===== config.mk =====
export PLATFORM = sky130hd
export DESIGN_NAME = board_burst_forwarder
export DESIGN_NICKNAME = d
export VERILOG_FILES = /design/src/rtl/board_burst_forwarder.sv
export SDC_FILE = /design/constraint.sdc
export NUM_CORES = 1
export LEC_CHECK = 0
export CORE_AREA = 2 2 246 248
export DETAILED_ROUTE_END_ITERATION = 6
export DIE_AREA = 0 0 248 250
export HOLD_SLACK_MARGIN = 0.08
export PLACE_DENSITY = 0.4
export SYNTH_ARGS = -nofsm -noshare
export SYNTH_HDL_FRONTEND = slang
export SYNTH_SLANG_ARGS = --single-unit

===== constraint.sdc =====
create_clock -name clk -period 2.25 [get_ports clk]
set_input_delay 0.225 -clock clk [delete_from_list [all_inputs] [get_ports clk]]
set_output_delay 0.225 -clock clk [all_outputs]
set_load 0.1 [all_outputs]

===== src/rtl/board_burst_forwarder.sv =====
// board_burst_forwarder: requests arbitration for the eight board channels and forwards one
// fixed-length burst from the granted board to a single valid/ready egress stream.
//   clk, rst_n      clock, synchronous active-low reset
//   board_valid     per-board word available (ingress FIFO non-empty)
//   board_data      board b word at [b*DATA_W +: DATA_W]
//   board_ready     per-board pop strobe (only the selected board, only in XFER)
//   req_mask        request vector to the arbiter (mirrors board_valid)
//   arb_enable      one-cycle arbitration pulse
//   board_sel       arbiter grant index, 0-7 valid, 8 or above means no grant
//   out_valid/out_data/out_board_id/out_last/out_ready   egress stream
//   busy            high whenever the FSM is not in IDLE
//   timeout_err     sticky, set when a burst is aborted for a stalled source
//   burst_cnt       completed bursts, wrapping
module board_burst_forwarder #(
    parameter int DATA_W        = 64,
    parameter int BURST_LEN     = 16,
    parameter int STALL_TIMEOUT = 255
) (
    input  logic                  clk,
    input  logic                  rst_n,
    input  logic [7:0]            board_valid,
    input  logic [8*DATA_W-1:0]   board_data,
    output logic [7:0]            board_ready,
    output logic [7:0]            req_mask,
    output logic                  arb_enable,
    input  logic [3:0]            board_sel,
    output logic                  out_valid,
    output logic [DATA_W-1:0]     out_data,
    output logic [2:0]            out_board_id,
    output logic                  out_last,
    input  logic                  out_ready,
    output logic                  busy,
    output logic                  timeout_err,
    output logic [15:0]           burst_cnt
);
    localparam int BW = BURST_LEN > 1 ? $clog2(BURST_LEN) : 1;
    localparam int SW = $clog2(STALL_TIMEOUT + 1);
    typedef enum logic [2:0] {IDLE, ARB, WAIT, SAMPLE, XFER} state_t;
    state_t          r_state;
    logic [2:0]      r_sel;
    logic [BW-1:0]   r_beat;
    logic [SW-1:0]   r_stall;
    logic            r_timeout_err;
    logic [15:0]     r_burst_cnt;
    logic            w_xfer;
    logic            w_sel_valid;
    logic            w_hs;
    assign w_xfer       = r_state == XFER;
    assign w_sel_valid  = board_valid[r_sel];
    assign w_hs         = out_valid & out_ready;
    assign req_mask     = board_valid;
    assign arb_enable   = r_state == ARB;
    assign busy         = r_state != IDLE;
    assign out_valid    = w_xfer & w_sel_valid;
    assign out_data     = w_xfer ? board_data[int'(r_sel)*DATA_W +: DATA_W] : '0;
    assign out_board_id = r_sel;
    assign out_last     = out_valid & (r_beat == BW'(BURST_LEN - 1));
    assign board_ready  = w_xfer ? (8'(out_ready) << r_sel) : 8'h00;
    assign timeout_err  = r_timeout_err;
    assign burst_cnt    = r_burst_cnt;
    always_ff @(posedge clk) begin
        if (!rst_n) begin
            r_state       <= IDLE;
            r_sel         <= '0;
            r_beat        <= '0;
            r_stall       <= '0;
            r_timeout_err <= 1'b0;
            r_burst_cnt   <= '0;
        end else begin
            case (r_state)
                IDLE:   r_state <= |board_valid ? ARB : IDLE;
                ARB:    r_state <= WAIT;
                WAIT:   r_state <= SAMPLE;
                SAMPLE: begin
                    // board_sel of 8 or more is an empty grant; retry from IDLE
                    if (!board_sel[3]) begin
                        r_sel   <= board_sel[2:0];
                        r_beat  <= '0;
                        r_stall <= '0;
                        r_state <= XFER;
                    end else begin
                        r_state <= IDLE;
                    end
                end
                XFER: begin
                    if (w_hs) begin
                        r_stall <= '0;
                        r_beat  <= r_beat + 1'b1;
                        if (out_last) begin
                            r_burst_cnt <= r_burst_cnt + 16'd1;
                            r_state     <= IDLE;
                        end
                    end else if (!w_sel_valid) begin
                        // only a starved source counts; downstream backpressure holds the count
                        r_stall <= (r_stall == SW'(STALL_TIMEOUT)) ? r_stall : r_stall + 1'b1;
                        if (r_stall >= SW'(STALL_TIMEOUT - 1)) begin
                            r_timeout_err <= 1'b1;
                            r_state       <= IDLE;
                        end
                    end
                end
                default: r_state <= IDLE;
            endcase
        end
    end
endmodule


* Word level (Yosys, flattened, before mapping)
Cells that the tools add are included.
** Word-level totals
- Memories kept :: 0
- Output and inout bits :: 104
- Bits in latches :: 0
- Bits in read-only memories :: 0
- Logic and storage cells :: 60
- Register bits :: 35
- Bits in writable memories :: 0
** Operators by class
- Shift-type cells :: 2
- $mul :: 0
- Div/mod/pow operators :: 0
- Equal/unequal tests :: 12
- $lt $le $gt $ge :: 2
- Add/subtract/negate cells :: 3
- Reduce and logical (&&, ||, !) cells :: 10
- Bitwise operators :: 6
- Multiplexer cells :: 19
** Operator list (number)
- $shiftx 512x10->64 :: 1
- $mux 64 :: 1
- $mux 8 :: 5
- $add 16x1->16 const B :: 1
- $pmux 8 s2 :: 1
- $mux 3 :: 5
- $pmux 3 s5 :: 1
- $reduce_and 3->1 :: 3
- $add 8x1->8 const B :: 1
- $eq 8x8->1 const B :: 1
- $ge 8x8->1 const B :: 1
- $mux 4 :: 2
- $pmux 4 s2 :: 1
- $reduce_and 4->1 :: 2
- $reduce_or 8->1 :: 1
- $shl 1x3->8 :: 1
- $eq 3x2->1 const B :: 2
- $ne 3x3->1 const B :: 2
- $add 4x1->4 const B :: 1
- $eq 4x4->1 const B :: 1
- $lt 3x4->1 const B :: 1
- $and 1x1->1 :: 3
- $bmux 1 s3 :: 1
- $eq 3x1->1 const B :: 1
- other kinds (11) :: 14

* Longest topological paths before layout
- Word-level depth :: 7
- Depth in mapped cells :: 7
- Gate-level depth less buffers :: 7

* Worst setup path after synthesis
OpenSTA, ideal clock, no wires.
- Path type :: reg2out
- From :: reg r_sel[1] (netlist: out_board_id[1])
- To :: out board_ready[2]
- Data required time :: 2025 ps
- Stages on the path, launching flop included :: 6
- Setup slack :: -2690 ps
- Data arrival time :: 4715 ps
- Path through :: dfxtp_1 -> buf_6 -> clkbuf_1 -> clkbuf_1 -> nand2_1 -> nor4_1
** On the way
- Longest elaborated chain between the ends :: 2
** Ends and longest elaborated chain
- from (decl) :: line 40 : logic [2:0] r_sel;
- from (signal assigned) :: line 77 : r_sel <= board_sel[2:0];
- $shl 1x3->8 :: line 58 : assign board_ready = w_xfer ? (8'(out_ready) << r_sel) : 8'h00;
- $mux 8 :: line 58
- to (decl) :: line 23 : output logic [7:0] board_ready,
Every way passes these cells.

* Final worst setup path
- From :: reg r_sel[0] (netlist: out_board_id[0])
- To :: out out_data[23]
** On the way
- Longest elaborated chain between the ends :: 2
** Ends and longest elaborated chain
- $shiftx 512x10->64 :: line 55 : assign out_data = w_xfer ? board_data[int'(r_sel)*DATA_W +: DATA_W] : '0;
- $mux 64 :: line 55
- to (decl) :: line 28 : output logic [DATA_W-1:0] out_data,
Every way passes these cells.

==> out/results.md <==
| Item | Reported |
|---|---|
| Critical path launch point type | flop |
| Final Slew Violations | 0 |
| CTS tree | built |
| Maximum clock insertion buffer count | 2 |
| Post-cts hold buffer count | 0 |
| Die footprint | 62000 sq um |
| Combinational share of power | 0.616 |
| Switching Share | 0.3086 |
| Fmax | 420.7 MHz |
| Pleak | 5.309 nW |
| R2r setup slk | -0.04 ns |
| Number of buffer cells added on primary ports | 630 |
| Net Sw Power | 1.065 mW |
| Final Worst Setup Slack | -0.1269 ns |
| Synth Cell Area | 5862 sq um |
| Pwr/cell area | 210.6 nW/um^2 |
| Dominant synthesized flop cell | dfxtp_1 |
| Most frequent standard cell in the layout excluding fill and tap cells | clkdlybuf4s50_1 |
| Depth of the most critical reg-to-reg path | 11 |
| Beginning of the worst hold path | r_beat[0] |
| Number of hold-slack violations in the final timing report | 0 |
| Wire length of the first global-routing pass | 63310 um |
| Portion of total power attributed to sequential cells | 0.184 |
| Number of nets produced by synthesis | 1063 |
| Detail Route Antenna Nets | 0 |
| 1st-pass router iterations | 6 |
| Number of maximum-capacitance constraint violations | 0 |
| Die width | 248 um |
| Cts bufs inserted | 5 |
| Async set-reset flop share out of synthesis | 0 |
| Routability congestion estimate from global placement | 0.8580 |
| Crit path kind | flop to primary output |
| Commonest cells after routing, fill and taps aside | 526 x clkdlybuf4s50_1, 130 x mux4_2, 101 x buf_4 |
| Terminating pin of the worst hold path | r_beat[0] |
| # DRC | 0 |
| Relative slew margins | 0.5605 |
| Share of the core filled with cells | 0.2751 |
| Number of cells on the worst hold path | 2 |
| Area of the core | 59570 sq um |
| Share of the clock period used by the worst path after layout | 1.056 |
| Aggregate negative setup slack | -3.460 ns |
| Critical path, cell by cell | buf_12 -> buf_12 -> buf_8 -> mux4_2 -> mux2i_1 -> buf_4 -> nor2_4 -> buf_12 |
| Path category of the worst min-delay check | flop to flop |
| Slowest cell on the critical path | mux4_2 |
| Largest net degree at the start of global routing | 39 |
| Via count of the routed design | 7795 |
| Library cell used as clock root buffer | clkbuf_16 |
| Post-synthesis area per instance | 11.02 sq um |
| Final count of negative-setup-slack endpoints | 64 |
| Crit path max-delay family | buffers and inverters |
| Skew final | 0.004954 ns |
| Internal power component | 2.386 mW |
| Clock H-tree levels | 2 |
| Post-layout minimum cycle time | 2.377 ns |
| Initial detailed-routing violation count | 319 |
| Initial antenna violation count | 15 |
| Clock Latency Late Sink | 0.28 ns |
| CP Data Required Time | 2.03 ns |
| Final global-route overflow total | 0 |
| Critical path buffers and inverters | 5 |
| Post-Synthesis Cells | 532 |
| Number of distinct library cells after synthesis | 45 |
| Arrival time of data at the critical path endpoint | 2.15 ns |
| Register bit count reported by yosys | 35 |
| Worst path most repeated cell | buf_12 |
| Unrepaired setup endpoints after global routing | yes |
| Largest driver fanout on the critical path | 7 |
| Post-synthesis sequential area ratio | 0.1195 |
| Total GRT Usage | 0.1449 |
| Failing checks | negative setup slack |
| R2r startpoint | out_board_id[0] |
| Nets@finish | 1763 |
| Half-perimeter wire length after placement | 39730 um |
| Outcome | finished with violations |
| Peak supply drop | 0.0002336 V |
| Area delta synth->final | 179.6% |
| Share of cells above drive strength 1 | 0.4152 |
| Routed Wire Length | 48000 um |
| EDFF count, synth | 0 |
| Number of core rows | 90 |
| Clock network fraction of total power | 0.200 |
| Effective utilization at floorplan | 0.09840 |
| Mean routed wirelength per cell | 23.74 um |
| Yosys synthesis warning count | 0 |
| I/O Pins | 631 |
| Reg-to-Reg End | burst_cnt[5] |
| Die height | 250 um |
| Slew of the pin with the lowest slew margin | 0.6592 ns |
| Number of vias per cell | 3.855 |
| Kind of end point of the critical path | primary output |
| Worst path max stage delay | 0.53 ns |
| Vias in the first global route | 8428 |
| Clock-pin transition on the worst setup and hold timing paths | 0.06 ns |
| Total number of clock tree sinks | 35 |
## cells in the mapped netlist, types with 11 or more instances
master      n  area share
a21oi_1    11      0.0094
buf_1      11      0.0070
mux2i_1    67        0.11
clkbuf_1   31       0.020
mux4_2    130        0.50
dfxtp_1    35        0.12
nor3_1     14       0.012
o21ai_0    11      0.0094
nand2_1    26       0.017
nor2_1     83       0.053
## worst reg2reg max path: cells and delay by family (launching register included)
family | cells | cell delay, ns
XOR/XNOR | 1 | 0.13
flip-flops | 1 | 0.38
multiplexers | 2 | 0.67
buffers and inverters | 6 | 0.85
AND/OR/NAND/NOR | 2 | 0.17
## cell type report
type | count | area (sq um)
sequential | 35 | 711.9
multi-input combinational | 435 | 6050
timing repair buffer | 752 | 8477
clock inverter | 3 | 18.77
fill | 6173 | 43180
antenna | 7 | 17.52
tap | 782 | 978.4
clock buffer | 5 | 125.1
inverter | 3 | 11.26
## cell families after synthesis
| kind of cell | count (synthesis) | share of synthesized area |
|---|---|---|
| adder cells (fa/ha/maj) | 4 | 0.008538 |
| AND/OR/NAND/NOR | 179 | 0.1439 |
| AO/OA/AOI/OAI | 45 | 0.04867 |
| XOR/XNOR | 7 | 0.01046 |
| flip-flops | 35 | 0.1195 |
| multiplexers | 199 | 0.6203 |
| buffers and inverters | 63 | 0.04867 |
## stage by stage
step                      worst slack, ns  cells  hold slack, ns  cell area, sq um  power, mW
final                             -0.1269   2022          0.5063             16390      3.452
after detailed placement          -0.2081   1950          0.4910             14860      2.574
after CTS                         -0.1869   1982          0.4993             15820      3.433
after floorplan                   -0.2023    532          0.3710              6591      1.369
after global routing              -0.2027   2019          0.5201             16380      3.614
after global placement            -0.2175   1950          0.4756             14860      2.567
## what timing repair did
| action | CTS | global route |
|---|---|---|
| cloned | 6 | 3 |
| resized for setup | 89 | 63 |
| pin swaps | 4 | 21 |
| setup buffers | 18 | 39 |
| setup endpoints to repair | 69 | 76 |
## layer usage
layer / track usage / wire length [um] / up-vias
li1: - / - / 3592
met1: 0.1641 / 18110 / 3819
met2: 0.2718 / 25910 / 348
met3: 0.03850 / 3404 / 32
met4: 0.02327 / 557 / 4
met5: 0 / 20 / -
## power groups by stage
stage	Combinational [mW]	Clock, mW	Sequential [mW]
2_1_floorplan	0.717	0	0.652
3_3_place_gp	1.92	0	0.650
3_5_place_dp	1.92	0	0.651
4_1_cts	2.08	0.722	0.635
5_1_grt	2.23	0.751	0.636
6_report	2.12	0.692	0.635
## worst max path at each step
stage                               to  slack (ns)  cells after the start       startpoint
final                     out_data[23]       -0.13                      8  out_board_id[0]
after global routing      out_data[23]       -0.20                      8  out_board_id[0]
after CTS                 out_data[25]       -0.19                      7  out_board_id[0]
after detailed placement   out_data[2]       -0.21                      6  out_board_id[1]
after global placement     out_data[2]       -0.22                      6  out_board_id[1]
after floorplan           out_data[60]       -0.20                      5       r_state[1]
## state kept, by name (all words and copies together), names as in the netlist
| name | flops |
|---|---|
| burst_cnt | 16 |
| out_board_id | 3 |
| r_beat | 4 |
| r_state | 3 |
| r_stall | 8 |
| timeout_err | 1 |
(Power assumes the default switching activity.)
